**src/rtl/seg7_scan_driver.sv**
```systemverilog
// rtl/seg7_scan_driver.sv - multiplexed common-anode seven-segment scan driver
// Blanking gap before each digit, per-frame shadow snapshot, optional leading-zero suppression.
module seg7_scan_driver #(
  parameter int NUM_DIGITS   = 4,
  parameter int BLANK_CYCLES = 2,
  parameter bit LZS          = 1'b0,
  localparam int IW          = (NUM_DIGITS > 2) ? $clog2(NUM_DIGITS) : 1
) (
  input  logic                    clk,
  input  logic                    rst,
  input  logic                    scan_tick,
  input  logic [4*NUM_DIGITS-1:0] digits,
  input  logic [NUM_DIGITS-1:0]   blank,
  input  logic [NUM_DIGITS-1:0]   dp_en,
  output logic [NUM_DIGITS-1:0]   an,
  output logic [6:0]              seg,
  output logic                    dp,
  output logic [IW-1:0]           digit_idx,
  output logic                    frame_start
);

  typedef enum logic [1:0] {IDLE, BLANK, DRIVE} state_t;

  localparam logic [IW-1:0] LAST_IDX = IW'(NUM_DIGITS - 1);

  state_t                  state, state_nxt;
  logic [7:0]              cnt, cnt_nxt;
  logic [IW-1:0]           idx_nxt;
  logic [NUM_DIGITS-1:0]   an_nxt;
  logic [6:0]              seg_nxt;
  logic                    dp_nxt;
  logic                    fs_nxt;
  logic [4*NUM_DIGITS-1:0] sh_digits, sh_digits_nxt;
  logic [NUM_DIGITS-1:0]   sh_blank, sh_blank_nxt;
  logic [NUM_DIGITS-1:0]   sh_dp_en, sh_dp_en_nxt;

  logic [NUM_DIGITS-1:0]   sel_an;
  logic [6:0]              sel_seg;
  logic                    sel_dp;
  logic [3:0]              sel_digit;
  logic                    lead_zero;

  function automatic logic [6:0] hex7(input logic [3:0] v);
    case (v)
      4'h0: hex7 = 7'h40;
      4'h1: hex7 = 7'h79;
      4'h2: hex7 = 7'h24;
      4'h3: hex7 = 7'h30;
      4'h4: hex7 = 7'h19;
      4'h5: hex7 = 7'h12;
      4'h6: hex7 = 7'h02;
      4'h7: hex7 = 7'h78;
      4'h8: hex7 = 7'h00;
      4'h9: hex7 = 7'h10;
      4'hA: hex7 = 7'h08;
      4'hB: hex7 = 7'h03;
      4'hC: hex7 = 7'h46;
      4'hD: hex7 = 7'h21;
      4'hE: hex7 = 7'h06;
      default: hex7 = 7'h0E;
    endcase
  endfunction

  // Drive values for the selected digit, always taken from the frame snapshot
  always_comb begin
    sel_digit = sh_digits[4*digit_idx +: 4];
    lead_zero = 1'b1;
    for (int j = 0; j < NUM_DIGITS; j++) begin
      if (j >= int'(digit_idx) && sh_digits[4*j +: 4] != 4'h0) lead_zero = 1'b0;
    end
    sel_an = ~(NUM_DIGITS'(1) << digit_idx);
    if (sh_blank[digit_idx]) begin
      sel_seg = 7'h7F;
      sel_dp  = 1'b1;
    end else begin
      sel_seg = (LZS && digit_idx != '0 && lead_zero) ? 7'h7F : hex7(sel_digit);
      sel_dp  = ~sh_dp_en[digit_idx];
    end
  end

  always_comb begin
    state_nxt     = state;
    cnt_nxt       = cnt;
    idx_nxt       = digit_idx;
    an_nxt        = an;
    seg_nxt       = seg;
    dp_nxt        = dp;
    fs_nxt        = 1'b0;
    sh_digits_nxt = sh_digits;
    sh_blank_nxt  = sh_blank;
    sh_dp_en_nxt  = sh_dp_en;
    if (scan_tick) begin
      idx_nxt   = (digit_idx == LAST_IDX) ? '0 : digit_idx + IW'(1);
      an_nxt    = '1;
      seg_nxt   = 7'h7F;
      dp_nxt    = 1'b1;
      cnt_nxt   = 8'(BLANK_CYCLES);
      state_nxt = BLANK;
      if (digit_idx == LAST_IDX) begin
        fs_nxt        = 1'b1;
        sh_digits_nxt = digits;
        sh_blank_nxt  = blank;
        sh_dp_en_nxt  = dp_en;
      end
    end else begin
      case (state)
        IDLE: ;
        BLANK: begin
          if (cnt == 8'd0) begin
            an_nxt    = sel_an;
            seg_nxt   = sel_seg;
            dp_nxt    = sel_dp;
            state_nxt = DRIVE;
          end else begin
            cnt_nxt = cnt - 8'd1;
          end
        end
        DRIVE: ;
        default: state_nxt = IDLE;
      endcase
    end
  end

  always_ff @(posedge clk) begin
    if (rst) begin
      state       <= IDLE;
      cnt         <= 8'd0;
      digit_idx   <= LAST_IDX;
      an          <= '1;
      seg         <= 7'h7F;
      dp          <= 1'b1;
      frame_start <= 1'b0;
      sh_digits   <= '0;
      sh_blank    <= '0;
      sh_dp_en    <= '0;
    end else begin
      state       <= state_nxt;
      cnt         <= cnt_nxt;
      digit_idx   <= idx_nxt;
      an          <= an_nxt;
      seg         <= seg_nxt;
      dp          <= dp_nxt;
      frame_start <= fs_nxt;
      sh_digits   <= sh_digits_nxt;
      sh_blank    <= sh_blank_nxt;
      sh_dp_en    <= sh_dp_en_nxt;
    end
  end

endmodule

```
**config.mk**
```make
export PLATFORM = sky130hd
export DESIGN_NAME = seg7_scan_driver
export DESIGN_NICKNAME = d
export VERILOG_FILES = /design/src/rtl/seg7_scan_driver.sv
export SDC_FILE = /design/constraint.sdc
export NUM_CORES = 1
export LEC_CHECK = 0
export CAP_MARGIN = 20
export CORE_AREA = 2 2 67 75
export CTS_CLUSTER_DIAMETER = 150
export CTS_CLUSTER_SIZE = 12
export DETAILED_ROUTE_END_ITERATION = 10
export DIE_AREA = 0 0 69 77
export PLACE_DENSITY_LB_ADDON = 0.12
export SYNTH_ARGS = -nofsm -noshare
export SYNTH_HDL_FRONTEND = slang
export SYNTH_SLANG_ARGS = --single-unit
```
**constraint.sdc**
```tcl
create_clock -name clk -period 2.84 [get_ports clk]
set_input_delay 0.426 -clock clk [delete_from_list [all_inputs] [get_ports clk]]
set_output_delay 0.426 -clock clk [all_outputs]
set_load 0.005 [all_outputs]
```
==> summary.md, run 1 <==
| Metric | Value |
|---|---|
| Register Area | about 980 um^2 |
| Arrival @ worst endpoint | roughly 2500 ps |
| Clock Path Buffers | 2 |
| PwrDens | 507.4 nW/um^2 |
| DR vias | between 1500 and 2000 |
| Seq pwr share | 0.521 |
| Sink Count | 49 |
| FP Rows | 26 |
| Cell Area, Synth | 2302 um^2 |
| Syn avg cell area | 8.993 um^2 |
| Buffers plus inverters on the worst setup path | 1 |
| Critical Path Sink Type | flop |
| Buffers added on ports | 41 |
| Startpoint Class | flop |
| Req. time, crit path | 3030 ps |
| RSZ-0062 raised after global routing | false |
| Yosys warns | 0 |
| Post-detail-place hpwl | about 3200 um |
| Global-route wire length before repair | 7465 um |
| Ant diodes | 0 |
| Max-cap violations | 0 |
| Distinct cell type count after synthesis | 36 |
| CP Cell Sequence | inv_1 -> ha_1 -> or4b_1 -> nand3b_4 -> or3_4 -> o32a_1 |
| Overflow after GRT | 0 |
| Worst hold path class | reg2reg |
| Nets | 332 |
| Post-synth ARST share | 0 |
| Vert. Die Dim | between 70 and 80 um |
| Outcome | finished, final reports clean |
| Psw | approximately 380 uW |
| Final setup fails | 0 |
| Slew HR | 0.4823 |
| P&R area growth vs syn | 23.53% |
| Worst-Skew Late Latency | 300 ps |
| Power share of the clock group | 0.288 |
| CP delay by family, top | simple AND/OR/NAND/NOR gates |
| Setup_tns | 0 ps |
| Count leader, synth | nand2_1 |
| Combinational Power Share | 0.191 |
| Sw Share | 0.2662 |
| Fin crit period | between 2000 and 2500 ps |
| Post-DRT Antenna Nets | 0 |
| Ys flop type | dfxtp_1 |
| Max Clk Rate | 429.1 MHz |
| Critical path's slowest cell | or4b_1 |
| Cts-stage hold buffer count | 0 |
| Starting density of the core | 0.5055 |
| Worst-path clk slew | 90 ps |
| # fillers | ~420 |
| Area of the multi-input gates | 1229 um^2 |
| Share of layout cells above drive strength 1 | 0.07509 |
| CTS tree | built |
| Largest cells by area after synthesis | dfxtp_1 43%, nand2_1 9.3%, mux4_2 6.8% |
| Post-synthesis cell count | 256 |
| Crit path max fanout | 14 |
| Syn nets | 295 |
| GRT Overall Usage | 0.1715 |
| Dominant cell type by area after synthesis | dfxtp_1 |
| Internal power | ~1.1 mW |
| DRT Wirelength | 4313 um |
| Hold Violations, Final | 0 |
| EDFF count, synth | 0 |
| Crit path largest cell delay | 560 ps |
| Starting DRT DRC Count | 79 |
| Post-CTS Setup Repair Bufs | 0 |
| Drt pass-1 iters | 4 |
| Total CTS buffers | 5 |
| Final cycle utilization of the critical path | 0.8205 |
| Yosys reg bits | 49 |
| Clock skew | 5.540 ps |
| Clock root buffer | clkbuf_8 |
| Vias in the first global route | between 1500 and 2000 |
| Post-synth top area share | 0.4261 |
| Die Footprint | 5313 um^2 |
| Via density | 5.143 |
| Die width | 69 um |
| VDD IR max | 0.3415 mV |
| Register area share after synthesis | 0.4261 |
| Drc violations | 0 |
| Worst slew pin tran | 774.6 ps |
| Placer Congestion | ~0.82 |
| WL per Instance | 12.36 um |
| Critical path class | reg2reg |
| LEAKAGE | 1.112 nW |
| Largest net degree at the start of global routing | 28 |
| Initial antenna violation count | 0 |
| Core ar. | 4554 um^2 |
| Min Hold Slack | roughly 460 ps |
| CTS resizes | 0 |
| Final slew viol count | 0 |
| H-tree depth | 2 |
| Most frequent cells after synthesis | 57 x nand2_1, 49 x dfxtp_1, 30 x a21oi_1 |
| I/O Pins | 42 |
-- stage by stage --
stage                     instance area, um^2  std cells  total power [mW]  utilization  setup slack [ps]
after floorplan                          2302        256            0.9496            -             685.0
after global placement                   2754        342             1.041       0.6047             582.5
after detailed placement                 2754        342             1.046       0.6047             527.6
after CTS                                2844        349             1.464       0.6245             511.2
after global routing                     2844        349             1.525       0.6245             418.5
final                                    2844        349             1.443       0.6245             509.7
-- power groups by stage --
stage / Clock, mW / Combinational [mW] / Sequential [mW]
floorplan: 0 / 0.190 / 0.760
global placement: 0 / 0.273 / 0.768
finish: 0.415 / 0.275 / 0.752
detailed placement: 0 / 0.276 / 0.769
CTS: 0.434 / 0.278 / 0.753
global route: 0.456 / 0.310 / 0.759
-- layout by cell type (no fill, tap or decap), types with 4 or more instances in the layout --
cell type | Yosys | final
inv_1 | 9 | 9
xor2_1 | 9 | 9
nor2b_1 | 5 | 5
dfxtp_1 | 49 | 49
a21oi_1 | 30 | 30
clkbuf_8 | 0 | 6
mux4_2 | 7 | 7
o211ai_1 | 7 | 7
nor2_1 | 15 | 15
mux2i_1 | 5 | 5
nor3_1 | 5 | 5
clkdlybuf4s50_1 | 0 | 41
ha_1 | 12 | 12
buf_4 | 0 | 4
nand2_1 | 57 | 57
-- layout make-up --
type / instances / area share
multi-input combinational: 183 / 0.4320
clock inverter: 1 / 0.002640
timing repair buffer: 45 / 0.1549
sequential: 49 / 0.3449
inverter: 9 / 0.01188
clock buffer: 6 / 0.02904
tap: 56 / 0.02464
-- layer usage --
metal / global-route usage / vias to the layer above / share of wire
met5: 0 / - / 0
met1: 0.2322 / 797 / 0.50
met2: 0.2673 / 42 / 0.45
li1: - / 950 / -
met4: 0.06275 / 0 / 0.013
met3: 0.03942 / 6 / 0.041
-- worst paths after layout --
| check | startpoint | end | slack, ps | cells after the start |
|---|---|---|---|---|
| setup reg to reg | cnt[0] | seg[4] | 510 | 6 |
| hold / removal | sh_digits[9] | sh_digits[9] | 460 | 2 |
| hold reg to reg | sh_digits[9] | sh_digits[9] | 460 | 2 |
| setup / recovery | cnt[0] | seg[4] | 510 | 6 |
-- logic make-up (layout without fill, tap and decap cells) --
| group | count (synthesis) | in the layout | synth area share |
|---|---|---|---|
| mux | 13 | 13 | 0.09511 |
| flops | 49 | 49 | 0.4261 |
| buf+inv | 24 | 61 | 0.04022 |
| compound gates | 52 | 52 | 0.1435 |
| xor+xnor | 10 | 10 | 0.03805 |
| simple gates | 96 | 96 | 0.1919 |
| fa+ha+maj | 12 | 12 | 0.06522 |
-- state kept, by name, indices dropped and copies added, names as in the netlist --
| signal | flops |
|---|---|
| an | 4 |
| cnt | 8 |
| digit_idx | 2 |
| dp | 1 |
| frame_start | 1 |
| seg | 7 |
| sh_blank | 4 |
| sh_digits | 16 |
| sh_dp_en | 4 |
| state | 2 |
-- worst min-delay path, stage by stage (launching register included) --
cell,delay [ps]
dfxtp_1,320
nand2_1,50
a21oi_1,50
Note: power is estimated with default switching activity, not from simulation.
==> run 2: changes to the inputs <==
CORE_AREA = 2 2 70 79   (was 2 2 67 75)
DIE_AREA = 0 0 72 81   (was 0 0 69 77)
clock period = 1.97 ns   (was 2.84 ns; I/O delays follow)
==> summary.md, run 2 (synthesis results as in run 1) <==
| Metric | Value |
|---|---|
| Final cycle utilization of the critical path | 0.9884 |
| Max FFs per register | 16 |
| Starting DRT DRC Count | 112 |
| Worst slew pin tran | 434.5 ps |
| WL per Instance | 12.48 um |
| Fin crit period | 1947 ps |
| GRT met3 Usage | 0.03226 |
| Clock Path Buffers | 2 |
| DR vias | 1891 |
| Drc violations | 0 |
| R2R cell count | 6 |
| Cts-stage hold buffer count | 0 |
| Req. time, crit path | 2160 ps |
| Post-DRT Antenna Nets | 0 |
| Vias in the first global route | ~1800 |
| H-tree depth | 2 |
| Final slew viol count | 0 |
| Nets | 344 |
| Util after Layout | 0.5853 |
| Clock root buffer | clkbuf_8 |
| Slew HR | 0.7081 |
| Worst-Skew Late Latency | 300 ps |
| Worst-path clk slew | 90 ps |
| CTS tree | built |
| Ant diodes | 0 |
| I/O Pins | 42 |
| LEAKAGE | 1.199 nW |
| Final setup fails | 0 |
| Die width | 72 um |
| Overflow after GRT | 0 |
| Outcome | finished, final reports clean |
| Busiest grt layer | met2 |
| VDD IR max | 0.4307 mV |
| Worst R2R Setup Slack | 20 ps |
| Largest net degree at the start of global routing | 29 |
| WHS Path Cells | 2 |
| Max-cap violations | 0 |
| Placer Congestion | 0.8658 |
| Starting density of the core | 0.4470 |
| Clock skew | approximately 3.4 ps |
| RSZ-0062 raised after global routing | true |
| Worst hold path class | reg2reg |
| Global-route wire length before repair | 8066 um |
| GRT Overall Usage | 0.1745 |
| R2R Path End | seg[4] |
| Via density | 5.167 |
| DRT Wirelength | 4568 um |
| Core ar. | 5150 um^2 |
| Initial antenna violation count | 0 |
| Vert. Die Dim | 81 um |
| Critical path class | reg2reg |
| Sink Count | 49 |
| Min Hold Slack | between 400 and 500 ps |
| Top flop regs | sh_digits x16, cnt x8, seg x7 |
| Worst R2R Start | cnt[0] |
| Top reg by flops | sh_digits |
| Crit path max fanout | 5 |
| Most frequent cells in the layout | 57 x nand2_1, 47 x dfxtp_1, 41 x clkdlybuf4s50_1 |
| Buffers added on ports | 41 |
| Die Footprint | 5832 um^2 |
| Share of layout cells above drive strength 1 | 0.1471 |
| Commonest non-fill, non-tap cell in the layout | nand2_1 |
| Drt pass-1 iters | 4 |
| Critical Path Sink Type | flop |
| Min-delay src | sh_digits[9] |
| P&R area growth vs syn | 30.92% |
| Startpoint Class | flop |
| Total CTS buffers | 5 |
| Total power | 2.367 mW |
| Hold Violations, Final | 0 |
| Post-detail-place hpwl | 3338 um |
| FP Rows | 28 |
| GR Util met1 | 0.2374 |
| Hold Crit Endpoint | sh_digits[9] |
| Met2 Usage GRT | 0.2750 |
| Arrival @ worst endpoint | 2140 ps |
| Max Clk Rate | 513.5 MHz |
| PwrDens | 785.4 nW/um^2 |
-- run 2: changes by cell type in the layout (fill, tap and decap cells not counted), moves of 2 or more --
cell,delta
buf_4,+12
inv_1,-3
inv_2,+3
bufinv_16,+2
dfxtp_1,-2
dfxtp_4,+2
-- run 2: worst max-delay path, stage by stage (launching register included) --
cell	delay (ps)
dfxtp_4	360
inv_2	50
ha_1	130
or4b_4	450
nand3b_4	170
or3_4	380
o32a_1	300
-- run 2: layout make-up --
class	instances	area (um^2)
tap	60	75.07
multi-input combinational	183	1252
clock inverter	3	65.06
timing repair buffer	57	530.5
clock buffer	5	68.82
inverter	9	33.78
sequential	49	988.4
fill	468	2136
-- run 2: how the worst max path moves through the flow --
| stage | from | endpoint |
|---|---|---|
| floorplan | cnt[0] | seg[6] |
| global placement | digit_idx[0] | seg[6] |
| detailed placement | digit_idx[0] | seg[5] |
| CTS | digit_idx[0] | seg[5] |
| global route | cnt[0] | seg[4] |
| finish | cnt[0] | seg[4] |
-- run 2: what timing repair did --
| action | CTS | global route |
|---|---|---|
| gates resized for setup | 0 | 6 |
| endpoints found under the setup margin | 0 | 8 |
| setup buffers | 0 | 1 |
-- run 2: where the power goes --
| group | switching, mW | total [mW] | leakage, nW | internal, mW |
|---|---|---|---|---|
| registers | 0.0433 | 1.09 | 0.401 | 1.04 |
| clock network | 0.340 | 0.845 | 0.0681 | 0.504 |
| logic | 0.201 | 0.437 | 0.730 | 0.236 |
| total | 0.584 | 2.37 | 1.20 | 1.78 |
-- run 2: through the flow --
stage	area, um^2	instances	worst slack, ps	setup TNS, ps
final	3014	366	22.76	0
after global routing	3014	366	-67.91	-162.0
after CTS	2989	365	14.42	0
after detailed placement	2855	357	28.27	0
after global placement	2855	357	52.96	0
after floorplan	2328	256	-14.24	-42.63
-- run 2: layer usage --
layer | up-vias | wire, um | share of wire
met5 | - | 0 | 0
met2 | 51 | 2101 | 0.46
met4 | 0 | 75 | 0.016
met1 | 850 | 2165 | 0.47
li1 | 984 | - | -
met3 | 6 | 226 | 0.049
